$ cat config.mk
export PLATFORM = sky130hd
export DESIGN_NAME = jk_count_sequencer_flat
export DESIGN_NICKNAME = d
export VERILOG_FILES = /design/src/rtl/jk_seq_pkg.sv /design/src/rtl/jk_count_sequencer_if.sv /design/src/rtl/jk_count_sequencer_jk_ff.sv /design/src/rtl/jk_count_sequencer.sv /design/src/flat_wrapper.sv
export SDC_FILE = /design/constraint.sdc
export NUM_CORES = 1
export LEC_CHECK = 0
export ABC_CLOCK_PERIOD_IN_PS = 2900
export BUFFER_PORTS_ARGS = -buffer_cell sky130_fd_sc_hd__buf_2
export CORE_ASPECT_RATIO = 1.4
export CORE_MARGIN = 2
export CORE_UTILIZATION = 52
export DETAILED_ROUTE_END_ITERATION = 8
export GPL_TIMING_DRIVEN = 0
export MAX_ROUTING_LAYER = met4
export PLACE_DENSITY = 0.82
export SLEW_MARGIN = 20
export SYNTH_ARGS = -nofsm -noshare
export SYNTH_HDL_FRONTEND = slang
export SYNTH_SLANG_ARGS = --single-unit
$ cat constraint.sdc
create_clock -name clk -period 2.9 [get_ports clk]
set_input_delay 0.58 -clock clk [delete_from_list [all_inputs] [get_ports clk]]
set_output_delay 0.58 -clock clk [all_outputs]
set_load 0.01 [all_outputs]
$ cat src/rtl/jk_seq_pkg.sv
// Shared types for the JK-flip-flop count sequencer: FSM states and per-bit excitation modes.
package jk_seq_pkg;

    localparam int unsigned JK_SEQ_WIDTH = 4;

    typedef enum logic [1:0] {
        ST_IDLE = 2'd0,
        ST_LOAD = 2'd1,
        ST_RUN  = 2'd2,
        ST_DONE = 2'd3
    } state_t;

    typedef enum logic [1:0] {
        MODE_HOLD = 2'd0,
        MODE_LOAD = 2'd1,
        MODE_UP   = 2'd2,
        MODE_DOWN = 2'd3
    } mode_t;

endpackage

$ cat src/rtl/jk_count_sequencer_if.sv
// Command/status bundle between the lab bench (master) and the count sequencer (slave).
interface jk_count_sequencer_if
    import jk_seq_pkg::*;
#(
    parameter int unsigned WIDTH = JK_SEQ_WIDTH
);
    logic             start;
    logic             abort;
    logic             pause;
    logic             dir;
    logic [WIDTH-1:0] load_val;
    logic [WIDTH-1:0] limit;
    logic [WIDTH-1:0] q;
    logic [WIDTH-1:0] j;
    logic [WIDTH-1:0] k;
    logic             busy;
    logic             done;

    modport master (
        output start, abort, pause, dir, load_val, limit,
        input  q, j, k, busy, done
    );

    modport slave (
        input  start, abort, pause, dir, load_val, limit,
        output q, j, k, busy, done
    );
endinterface

$ cat src/rtl/jk_count_sequencer_jk_ff.sv
// One-bit rising-edge JK flip-flop with asynchronous active-low clear.
module jk_ff (
    input  logic clk,
    input  logic rst_n,
    input  logic j,
    input  logic k,
    output logic q,
    output logic not_q
);
    logic q_r;

    always_ff @(posedge clk or negedge rst_n) begin
        if (!rst_n) begin
            q_r <= 1'b0;
        end else begin
            case ({j, k})
                2'b10:   q_r <= 1'b1;
                2'b01:   q_r <= 1'b0;
                2'b11:   q_r <= ~q_r;
                default: q_r <= q_r;
            endcase
        end
    end

    assign q     = q_r;
    assign not_q = ~q_r;
endmodule

$ cat src/rtl/jk_count_sequencer.sv
// Load/count/terminate controller driving a bank of JK flip-flops; j/k are exposed combinationally.
// Optional JK_SEQ_AUTO_RELOAD_EN: DONE reloads the captured preset and loops until ABORT or reset.
module jk_count_sequencer
    import jk_seq_pkg::*;
#(
    parameter int unsigned WIDTH = JK_SEQ_WIDTH
) (
    input logic                 clk,
    input logic                 rst_n,
    jk_count_sequencer_if.slave bus
);
    state_t           state;
    state_t           state_nxt;
    mode_t            mode;
    logic             capture;
    logic             dir_r;
    logic [WIDTH-1:0] load_val_r;
    logic [WIDTH-1:0] limit_r;
    logic             busy_q;
    logic             done_q;
    logic             busy_nxt;
    logic             done_nxt;
    logic [WIDTH-1:0] q;
    logic [WIDTH-1:0] nq;
    logic [WIDTH-1:0] j;
    logic [WIDTH-1:0] k;
    logic [WIDTH-1:0] up_t;
    logic [WIDTH-1:0] dn_t;

    // State, status and captured-command registers
    always_ff @(posedge clk or negedge rst_n) begin
        if (!rst_n) begin
            state      <= ST_IDLE;
            busy_q     <= 1'b0;
            done_q     <= 1'b0;
            dir_r      <= 1'b0;
            load_val_r <= '0;
            limit_r    <= '0;
        end else begin
            state  <= state_nxt;
            busy_q <= busy_nxt;
            done_q <= done_nxt;
            if (capture) begin
                dir_r      <= bus.dir;
                load_val_r <= bus.load_val;
                limit_r    <= bus.limit;
            end
        end
    end

    // Next state, excitation mode and command capture
    always_comb begin
        state_nxt = state;
        mode      = MODE_HOLD;
        capture   = 1'b0;
        case (state)
            ST_IDLE: begin
                if (bus.start) begin
                    capture   = 1'b1;
                    state_nxt = ST_LOAD;
                end
            end
            ST_LOAD: begin
                mode      = MODE_LOAD;
                state_nxt = ST_RUN;
            end
            ST_RUN: begin
                if (!bus.pause) begin
                    if (q == limit_r) begin
                        state_nxt = ST_DONE;
                    end else begin
                        mode = dir_r ? MODE_UP : MODE_DOWN;
                    end
                end
            end
            ST_DONE: begin
`ifdef JK_SEQ_AUTO_RELOAD_EN
                state_nxt = ST_LOAD;
`else
                if (bus.start) begin
                    capture   = 1'b1;
                    state_nxt = ST_LOAD;
                end else begin
                    state_nxt = ST_IDLE;
                end
`endif
            end
            default: state_nxt = ST_IDLE;
        endcase

        // Abort wins over everything, including a start accepted this cycle
        if (bus.abort) begin
            state_nxt = ST_IDLE;
            mode      = MODE_HOLD;
            capture   = 1'b0;
        end

`ifdef JK_SEQ_AUTO_RELOAD_EN
        busy_nxt = (state_nxt != ST_IDLE);
`else
        busy_nxt = (state_nxt == ST_LOAD) || (state_nxt == ST_RUN);
`endif
        done_nxt = (state_nxt == ST_DONE);
    end

    // Toggle enables: a bit flips when every lower bit is 1 (up) or 0 (down)
    always_comb begin
        up_t    = '0;
        dn_t    = '0;
        up_t[0] = 1'b1;
        dn_t[0] = 1'b1;
        for (int unsigned i = 1; i < WIDTH; i++) begin
            up_t[i] = up_t[i-1] & q[i-1];
            dn_t[i] = dn_t[i-1] & nq[i-1];
        end
    end

    always_comb begin
        j = '0;
        k = '0;
        case (mode)
            MODE_LOAD: begin
                j = load_val_r;
                k = ~load_val_r;
            end
            MODE_UP: begin
                j = up_t;
                k = up_t;
            end
            MODE_DOWN: begin
                j = dn_t;
                k = dn_t;
            end
            default: begin
                j = '0;
                k = '0;
            end
        endcase
    end

    for (genvar g = 0; g < int'(WIDTH); g++) begin : g_bit
        jk_ff u_ff (
            .clk   (clk),
            .rst_n (rst_n),
            .j     (j[g]),
            .k     (k[g]),
            .q     (q[g]),
            .not_q (nq[g])
        );
    end

    assign bus.q    = q;
    assign bus.j    = j;
    assign bus.k    = k;
    assign bus.busy = busy_q;
    assign bus.done = done_q;
endmodule
$ cat src/flat_wrapper.sv
// flat-port wrapper written by rule: the top's interface ports become plain ports
module jk_count_sequencer_flat import jk_seq_pkg::*;
#(
    parameter int unsigned WIDTH = JK_SEQ_WIDTH
)
  (clk, rst_n, bus_start, bus_abort, bus_pause, bus_dir, bus_load_val, bus_limit, bus_q, bus_j, bus_k, bus_busy, bus_done);
  jk_count_sequencer_if #(.WIDTH(WIDTH)) bus_i ();
  input logic clk;
  input logic rst_n;
  input wire logic [$bits(bus_i.start)-1:0] bus_start;
  input wire logic [$bits(bus_i.abort)-1:0] bus_abort;
  input wire logic [$bits(bus_i.pause)-1:0] bus_pause;
  input wire logic [$bits(bus_i.dir)-1:0] bus_dir;
  input wire logic [$bits(bus_i.load_val)-1:0] bus_load_val;
  input wire logic [$bits(bus_i.limit)-1:0] bus_limit;
  output wire logic [$bits(bus_i.q)-1:0] bus_q;
  output wire logic [$bits(bus_i.j)-1:0] bus_j;
  output wire logic [$bits(bus_i.k)-1:0] bus_k;
  output wire logic [$bits(bus_i.busy)-1:0] bus_busy;
  output wire logic [$bits(bus_i.done)-1:0] bus_done;
  assign bus_i.start = bus_start;
  assign bus_i.abort = bus_abort;
  assign bus_i.pause = bus_pause;
  assign bus_i.dir = bus_dir;
  assign bus_i.load_val = bus_load_val;
  assign bus_i.limit = bus_limit;
  assign bus_q = bus_i.q;
  assign bus_j = bus_i.j;
  assign bus_k = bus_i.k;
  assign bus_busy = bus_i.busy;
  assign bus_done = bus_i.done;
  jk_count_sequencer #(.WIDTH(WIDTH)) u_core (.clk(clk), .rst_n(rst_n), .bus(bus_i));
endmodule
== Yosys cells after proc, flatten, opt, wreduce, memory -nomap -nowiden ==
Cells that the tools add are included.

* Reductions and logical operators: 7
* Bitwise gates (word level): 9
* Multiplexer cells: 20
* Equal/unequal tests: 22

{| class="wikitable"
|+ Operator list
! operator !! number
|-
| equality test 2 bit (second input constant) || 14
|-
| case mux 4 bit (3 select lines) || 2
|-
| equality test 2 x 1 -> 1 bit (second input constant) || 7
|-
| two-way mux 2 bit || 7
|-
| case mux 1 bit (3 select lines) || 4
|-
| nonzero test 3 bit || 4
|-
| case mux 2 bit (4 select lines) || 1
|-
| two-way mux 1 bit || 5
|-
| AND 1 bit || 4
|-
| equality test 4 bit || 1
|-
| inverter 1 bit || 4
|-
| inverter 4 bit || 1
|-
| case mux 2 bit (2 select lines) || 1
|-
| zero test 2 bit || 1
|-
| OR reduction 2 bit || 1
|-
| logical OR 1 bit || 1
|}

* Word-level logic and storage cells: 68
* Register bits after elaboration: 17
* Bits of input ports: 14
* Output and inout port bits: 14

== Logic depth before layout (Yosys ltp) ==
Gate-level depths: netlist (run 1).

* Depth in word-level cells: 9
* Depth in mapped cells: 9
* Mapped depth without buffers: 7

== Hierarchy ==
Synthesis (run 1) repeated with hierarchy kept, for this count alone.

* Cells, all modules: 87
* Area total of the unflattened synthesis: 927.1 µm²

{| class="wikitable"
|+ Modules (own cells, without submodules)
! module !! seq. area each (µm²) !! times used !! area an instance (µm²) !! cells each
|-
| jk_count_sequencer || 325.3 || 1 || 777.0 || 71
|-
| jk_ff || 25.0 || 4 || 37.5 || 4
|}

== Least setup slack after synthesis (run 1) ==
No wires, ideal clock.

* Kind: register to output
* Start point: register u_core.state[0]
* End point: output port bus_j[3]
* Required time: 2.320 ns
* Cell stages (with the launch flop): 10
* Arrival: 1.727 ns
* Path buffers: 2
* Slack: 0.593 ns
* Cells stage by stage: dfrtp_1 -> inv_1 -> ha_1 -> and3b_1 -> buf_2 -> nor3_1 -> a21oi_1 -> nor2_2 -> a31o_2 -> buf_4

* Cells in the longest elaborated chain, start to end: 5
* Elaborated cells on any way between the ends: 8
* Those cells by class: eq/ne: 5; mux: 3

{| class="wikitable"
|+ RTL lines
! what !! line !! source
|-
| start: declaration || jk_count_sequencer.sv:12 || <nowiki>state_t state;</nowiki>
|-
| start signal: assignment || jk_count_sequencer.sv:40 || <nowiki>state <= state_nxt;</nowiki>
|-
| equality test 2 bit / equality test 2 x 1 -> 1 bit (equally long branches) || jk_count_sequencer.sv:56 || <nowiki>case (state)</nowiki>
|-
| case mux 2 bit (2 select lines) * || jk_count_sequencer.sv:56 ||
|-
| two-way mux 2 bit * || jk_count_sequencer.sv:92 || <nowiki>if (bus.abort) begin</nowiki>
|-
| equality test 2 bit / equality test 2 x 1 -> 1 bit (equally long branches) || jk_count_sequencer.sv:121 || <nowiki>case (mode)</nowiki>
|-
| case mux 4 bit (3 select lines) * || jk_count_sequencer.sv:121 ||
|-
| end: declaration || flat_wrapper.sv:17 || <nowiki>output wire logic [$bits(bus_i.j)-1:0] bus_j;</nowiki>
|}

Every way passes the cells marked *; elsewhere a longest branch is shown, timed or not.

== Final worst setup path (run 1) ==
* Start point: register u_core.state[1]
* End point: output port bus_j[3]

Same word-level chain as after synthesis.

==> flow_summary.ini, run 1 <==
[timing]
setup_viol = 0
finClkSkew_ns = 0.00552
relSlewSlack = 0.699
slew_violations = 0
fmax_mhz = 362
finalHoldViolations = 0
worst_pin_slew_ns = 0.448
period_needed_ns = 2.77
post-route-period-util = 0.954
rsz0062_at_grt = no
setup_tns_ns = 0

[clock_tree]
clkTransAtPathRegs_ns = 0.10
cts_tree = yes
clk_path_buf_depth = 2
h-tree-depth = 1
clock-sinks = 17
cts_root_buf = clkbuf_4
cts_buffers = 3
cts_hold_buf = 0
clk-insertion-delay-late_ns = 0.29

[global_routing]
track_usage = 0.199
grt_pass1_wl_mm = 3.78
grt_pass1_vias = 868
grt_antenna_before_repair = 0
grt_max_degree = 18
overflow = 0

[synthesis]
synth-seq-area-share = 0.383
async_flop_share = 1.00
syn_area_um2 = 1110
synth_seq_cells = 17
synthDistinctLibCells = 34
netlist_instances = 115
synth-edff-count = 0
synth_largest_area_cell = dfrtp_1
synth.avg_cell_area_um2 = 9.66
synthTopCellsByArea = dfrtp_1, buf_4, mux2_2, ha_1, o21ai_0
yosysTopAreaCellShare = 0.383
synth_nets = 134
synth_flop_cell = dfrtp_1
ys_warn_count = 0

[detailed_routing]
routed_wl_mm = 2.18
first_pass_iters = 4
post_drt_via_cell_ratio = 5.43
detail_route.iter0.violations = 15
ant_nets = 0
via_count = 913
drc = 0
wl_per_cell_um = 13.0

[floorplanning]
dieArea_um2 = 2530
die_x_um = 43.1
start_util = 0.556
io_pins = 28
die_h_um = 58.7
core_um2 = 2000
num_rows = 19

[worst_setup_path]
r2r-start = u_core.g_bit[1].u_ff.q
cp_max_fo = 8
crit_type = reg2out
r2r_slack_ns = 0.74
worstSetupEndpointType = primary output
crit_required_ns = 2.32
rr_endpoint = u_core.bus.busy
worstSetupStartpointType = flip-flop
worstPathArrival_ns = 2.19
ff2ff_path_depth = 6

[worst_hold_path]
min_path_type = in2async

[pwr]
pwr-share-seq = 0.394
switching_share = 0.402
powerDensity_nw_per_um2 = 743
internal-power_mw = 0.593
p_sw_mw = 0.398
p_clk_frac = 0.128
total_power_mw = 0.991
p_comb_frac = 0.477
ir_worst_vdd_v = 0.000498
leakagePower_nw = 0.652

[layout]
syn_to_final_growth_pct = 20.2
instances_no_fill = 168
fin_util = 0.669
layout_commonest_cell = buf_2
layout.nets = 167
most-common-layout-cells = buf_2, dfrtp_1, buf_4
drive_gt1_frac = 0.435
multi_input_area_um2 = 571
final-seq-area_um2 = 425
n_antenna_cell = 0
fill_cells = 167
design_area_um2 = 1340

[place]
place_inst = 163
portBuffers = 27
dp_hpwl_mm = 1.65
gp_congestion = 0.799
placed_cell_area_um2 = 1270

[run]
maxCapViolCount = 0

[status]
status = finished clean
final cells by class:
class                      instances  area share
inverter                           5      0.0141
tap                               21      0.0197
buffer                            17      0.0937
sequential                        17       0.319
multi-input combinational         76       0.427
timing repair buffer              28       0.107
clock buffer                       4      0.0197
cells in the mapped netlist (all sizes together) (2+ instances only):
library cell and instances:
dfrtp 17, buf 15, nand2 12, o21ai 11, mux2 6, nor2 6
xor2 6, ha 5, inv 5, a21oi 3, nand3b 3, nor3 3
a221oi 2, clkbuf 2, nand3 2, nor3b 2, o22ai 2
worst max-delay path, cell delays in order (launching register included):
cell and delay (ns):
dfrtp_1 0.41, inv_1 0.10, ha_4 0.30, and3b_1 0.15, clkbuf_4 0.18, nor3_2 0.06
a21oi_2 0.17, nor2_2 0.07, a31o_2 0.22, buf_4 0.12, buf_2 0.13
power groups by stage:
| stage | clock, mW | sequential [mW] | combinational, mW |
|---|---|---|---|
| after floorplan | 0 | 0.377 | 0.350 |
| final | 0.127 | 0.391 | 0.473 |
| after global placement | 0 | 0.387 | 0.431 |
| after detailed placement | 0 | 0.393 | 0.445 |
| after CTS | 0.130 | 0.389 | 0.452 |
| after global routing | 0.143 | 0.403 | 0.527 |
cells by family after synthesis:
family	share of synthesized area
adders and majority gates	0.0563
and+or+nand+nor	0.155
DFF	0.383
buffers and inverters	0.127
muxes	0.0608
xor gates and xnor gates	0.0473
AOI/OAI and AO/OA	0.170
per-stage QoR:
stage | setup slack, ns | hold WS [ns]
floorplan | 0.593 | 0.284
global placement | 0.346 | 0.513
detailed placement | 0.279 | 0.520
CTS | 0.0101 | 0.202
global route | 0.00216 | 0.204
finish | 0.134 | 0.192
what timing repair did:
action | 4_1_cts | 5_1_grt
pin swaps | 0 | 1
setup buffers | 0 | 1
resized for setup | 1 | 8
endpoints found under the setup margin | 1 | 6
worst max-delay path by stage:
stage / from / to / slack, ns / cells past startpoint
after global routing: u_core.state[0] / bus_j[2] / 0.002 / 10
after global placement: u_core.state[0] / bus_j[3] / 0.35 / 10
after CTS: u_core.state[0] / bus_k[2] / 0.01 / 9
after floorplan: u_core.state[0] / bus_j[3] / 0.59 / 9
final: u_core.state[1] / bus_j[3] / 0.13 / 10
after detailed placement: u_core.state[0] / bus_j[3] / 0.28 / 10
per-layer routing:
layer / share of wire / track usage
met5: 0 / -
met3: 0.040 / 0.0276
met4: 0.019 / 0.0823
met2: 0.50 / 0.335
met1: 0.44 / 0.240
state kept, by name, summed over array words and instances, names as in the netlist:
| name | cells |
|---|---|
| u_core.limit_r | 4 |
| u_core.bus.done | 1 |
| u_core.bus.busy | 1 |
| u_core.dir_r | 1 |
| u_core.load_val_r | 4 |
| u_core.g_bit.u_ff.q | 4 |
| u_core.state | 2 |
No activity file was read; power rests on OpenSTA's default activity.
==> run 2, diff against run 1 <==
--- a/config.mk
+++ b/config.mk
@@ -9,11 +9,11 @@
 export BUFFER_PORTS_ARGS = -buffer_cell sky130_fd_sc_hd__buf_2
 export CORE_ASPECT_RATIO = 1.4
 export CORE_MARGIN = 2
-export CORE_UTILIZATION = 52
+export CORE_UTILIZATION = 35
 export DETAILED_ROUTE_END_ITERATION = 8
 export GPL_TIMING_DRIVEN = 0
 export MAX_ROUTING_LAYER = met4
-export PLACE_DENSITY = 0.82
+export PLACE_DENSITY = 0.61
 export SLEW_MARGIN = 20
 export SYNTH_ARGS = -nofsm -noshare
 export SYNTH_HDL_FRONTEND = slang
==> run 2 against run 1 <==
  * Clock power up 42%
  * Critical path type unchanged
  * Sequential power down 1%
  * Die area up 44%
  * Maximum frequency down 0.58%
==> flow_summary.ini, run 2 (synthesis gave the netlist of run 1 again) <==
[status]
status = finished clean

[detailed_routing]
ant_nets = 0
drc = 0
routed_wl_mm = 2.35
via_count = 931
detail_route.iter0.violations = 8
post_drt_via_cell_ratio = 4.95
first_pass_iters = 4
wl_per_cell_um = 12.5

[worst_setup_path]
crit_required_ns = 2.32
worstSetupStartpointType = flip-flop
critPathSlowestCell = dfrtp_1
worstPathCellList = inv_1 -> ha_1 -> and3b_1 -> clkbuf_4 -> nor3_2 -> a21oi_2 -> nor2_2 -> a31o_2 -> buf_4 -> buf_2
cp_max_fo = 8
worstPathArrival_ns = 2.20
max_stage_delay_ns = 0.39
worstSetupEndpointType = primary output
crit_type = reg2out

[global_routing]
grt_pass1_vias = 946
overflow = 0
grt_antenna_before_repair = 0
track_usage = 0.152
grt_max_degree = 18
grt_pass1_wl_mm = 4.06

[layout]
design_area_um2 = 1380
final-seq-area_um2 = 425
n_antenna_cell = 0
fin_util = 0.451
drive_gt1_frac = 0.436
syn_to_final_growth_pct = 24.2
instances_no_fill = 188
fill_cells = 318
multi_input_area_um2 = 558
layout_commonest_cell = buf_2
layout.nets = 169
most-common-layout-cells = buf_2, dfrtp_1, buf_4

[timing]
fmax_mhz = 359
slew_violations = 0
setup_ws_ns = 0.118
period_needed_ns = 2.78
relSlewSlack = 0.668
finClkSkew_ns = 0.00438
setup_viol = 0
holdWs_ns = 0.243
post-route-period-util = 0.959
setup_tns_ns = 0
worst_pin_slew_ns = 0.499
rsz0062_at_grt = no
finalHoldViolations = 0

[place]
place_inst = 181
dp_slack_ns = 0.279
dp_hpwl_mm = 1.86
portBuffers = 27
gp_congestion = 0.893
placed_cell_area_um2 = 1290

[floorplanning]
core_um2 = 3060
start_util = 0.363
num_rows = 24
dieArea_um2 = 3650
die_h_um = 70.7
io_pins = 28
die_x_um = 51.6

[clock_tree]
cts_root_buf = clkbuf_8
cts_buffers = 3
clkTransAtPathRegs_ns = 0.07
clk_path_buf_depth = 2
cts_hold_buf = 0
h-tree-depth = 1
clk-insertion-delay-late_ns = 0.26
clock-sinks = 17
cts_tree = yes

[pwr]
p_comb_frac = 0.452
powerDensity_nw_per_um2 = 749
switching_share = 0.389
leakagePower_nw = 0.670
p_clk_frac = 0.174
pwr-share-seq = 0.374
p_sw_mw = 0.402
ir_worst_vdd_v = 0.000445
internal-power_mw = 0.632
total_power_mw = 1.03

[worst_hold_path]
min_path_type = in2async

[run]
maxCapViolCount = 0
==> run 2: cell types whose count changed in the layout (fill, tap and decap cells not counted) <==
| cell | previous run | this run |
|---|---|---|
| inv_1 | 4 | 5 |
| ha_4 | 1 | 0 |
| clkinv_2 | 0 | 1 |
| inv_2 | 1 | 0 |
| clkbuf_8 | 0 | 3 |
| buf_4 | 14 | 16 |
| ha_1 | 4 | 5 |
| clkbuf_4 | 4 | 1 |
| clkbuf_1 | 2 | 1 |
==> run 2: layout make-up <==
class | instances | area share
plain buffers | 17 | 0.0907
clock buffers | 3 | 0.0299
clock inverters | 1 | 0.00363
inverters | 5 | 0.0136
multi-input cells | 76 | 0.404
flip-flops and latches | 17 | 0.308
well taps | 39 | 0.0354
repair buffers | 30 | 0.114
==> run 2: critical path: cells and delay by family (launching register included) <==
kind	cells	cell delay, ns
buf+inv	4	0.52
flops	1	0.39
fa+ha+maj	1	0.37
compound gates	2	0.38
simple gates	3	0.31
==> run 2: repair_timing <==
action | 4_1_cts | 5_1_grt
setup endpoints to repair | 2 | 6
resized for setup | 0 | 7
pin swaps | 0 | 1
buffers inserted | 0 | 3
==> run 2: per-layer routing <==
metal	global-route usage	vias to the layer above	part of all wire
met5	-	-	0
met4	0.0789	0	0.028
met3	0.0274	7	0.047
met2	0.261	25	0.55
met1	0.162	441	0.38
li1	-	458	-
==> run 2: path summary, 6_finish.rpt <==
check                                   from              endpoint  slack [ns]  depth (start not counted)
max                          u_core.state[0]              bus_j[3]        0.12                         10
min                                    rst_n     u_core.limit_r[3]        0.24                          1
max reg2reg                  u_core.state[0]  u_core.load_val_r[3]        0.72                          5
min reg2reg                u_core.limit_r[2]     u_core.limit_r[2]        0.53                          1
max in group asynchronous              rst_n  u_core.load_val_r[0]        2.36                          1
min in group clk             bus_load_val[2]  u_core.load_val_r[2]        0.53                          3
==> run 2: power groups by stage <==
stage / Sequential, mW / Combinational [mW] / Clock [mW]
floorplan: 0.377 / 0.350 / 0
global placement: 0.388 / 0.439 / 0
detailed placement: 0.394 / 0.450 / 0
finish: 0.387 / 0.467 / 0.180
CTS: 0.389 / 0.452 / 0.186
global route: 0.402 / 0.526 / 0.193
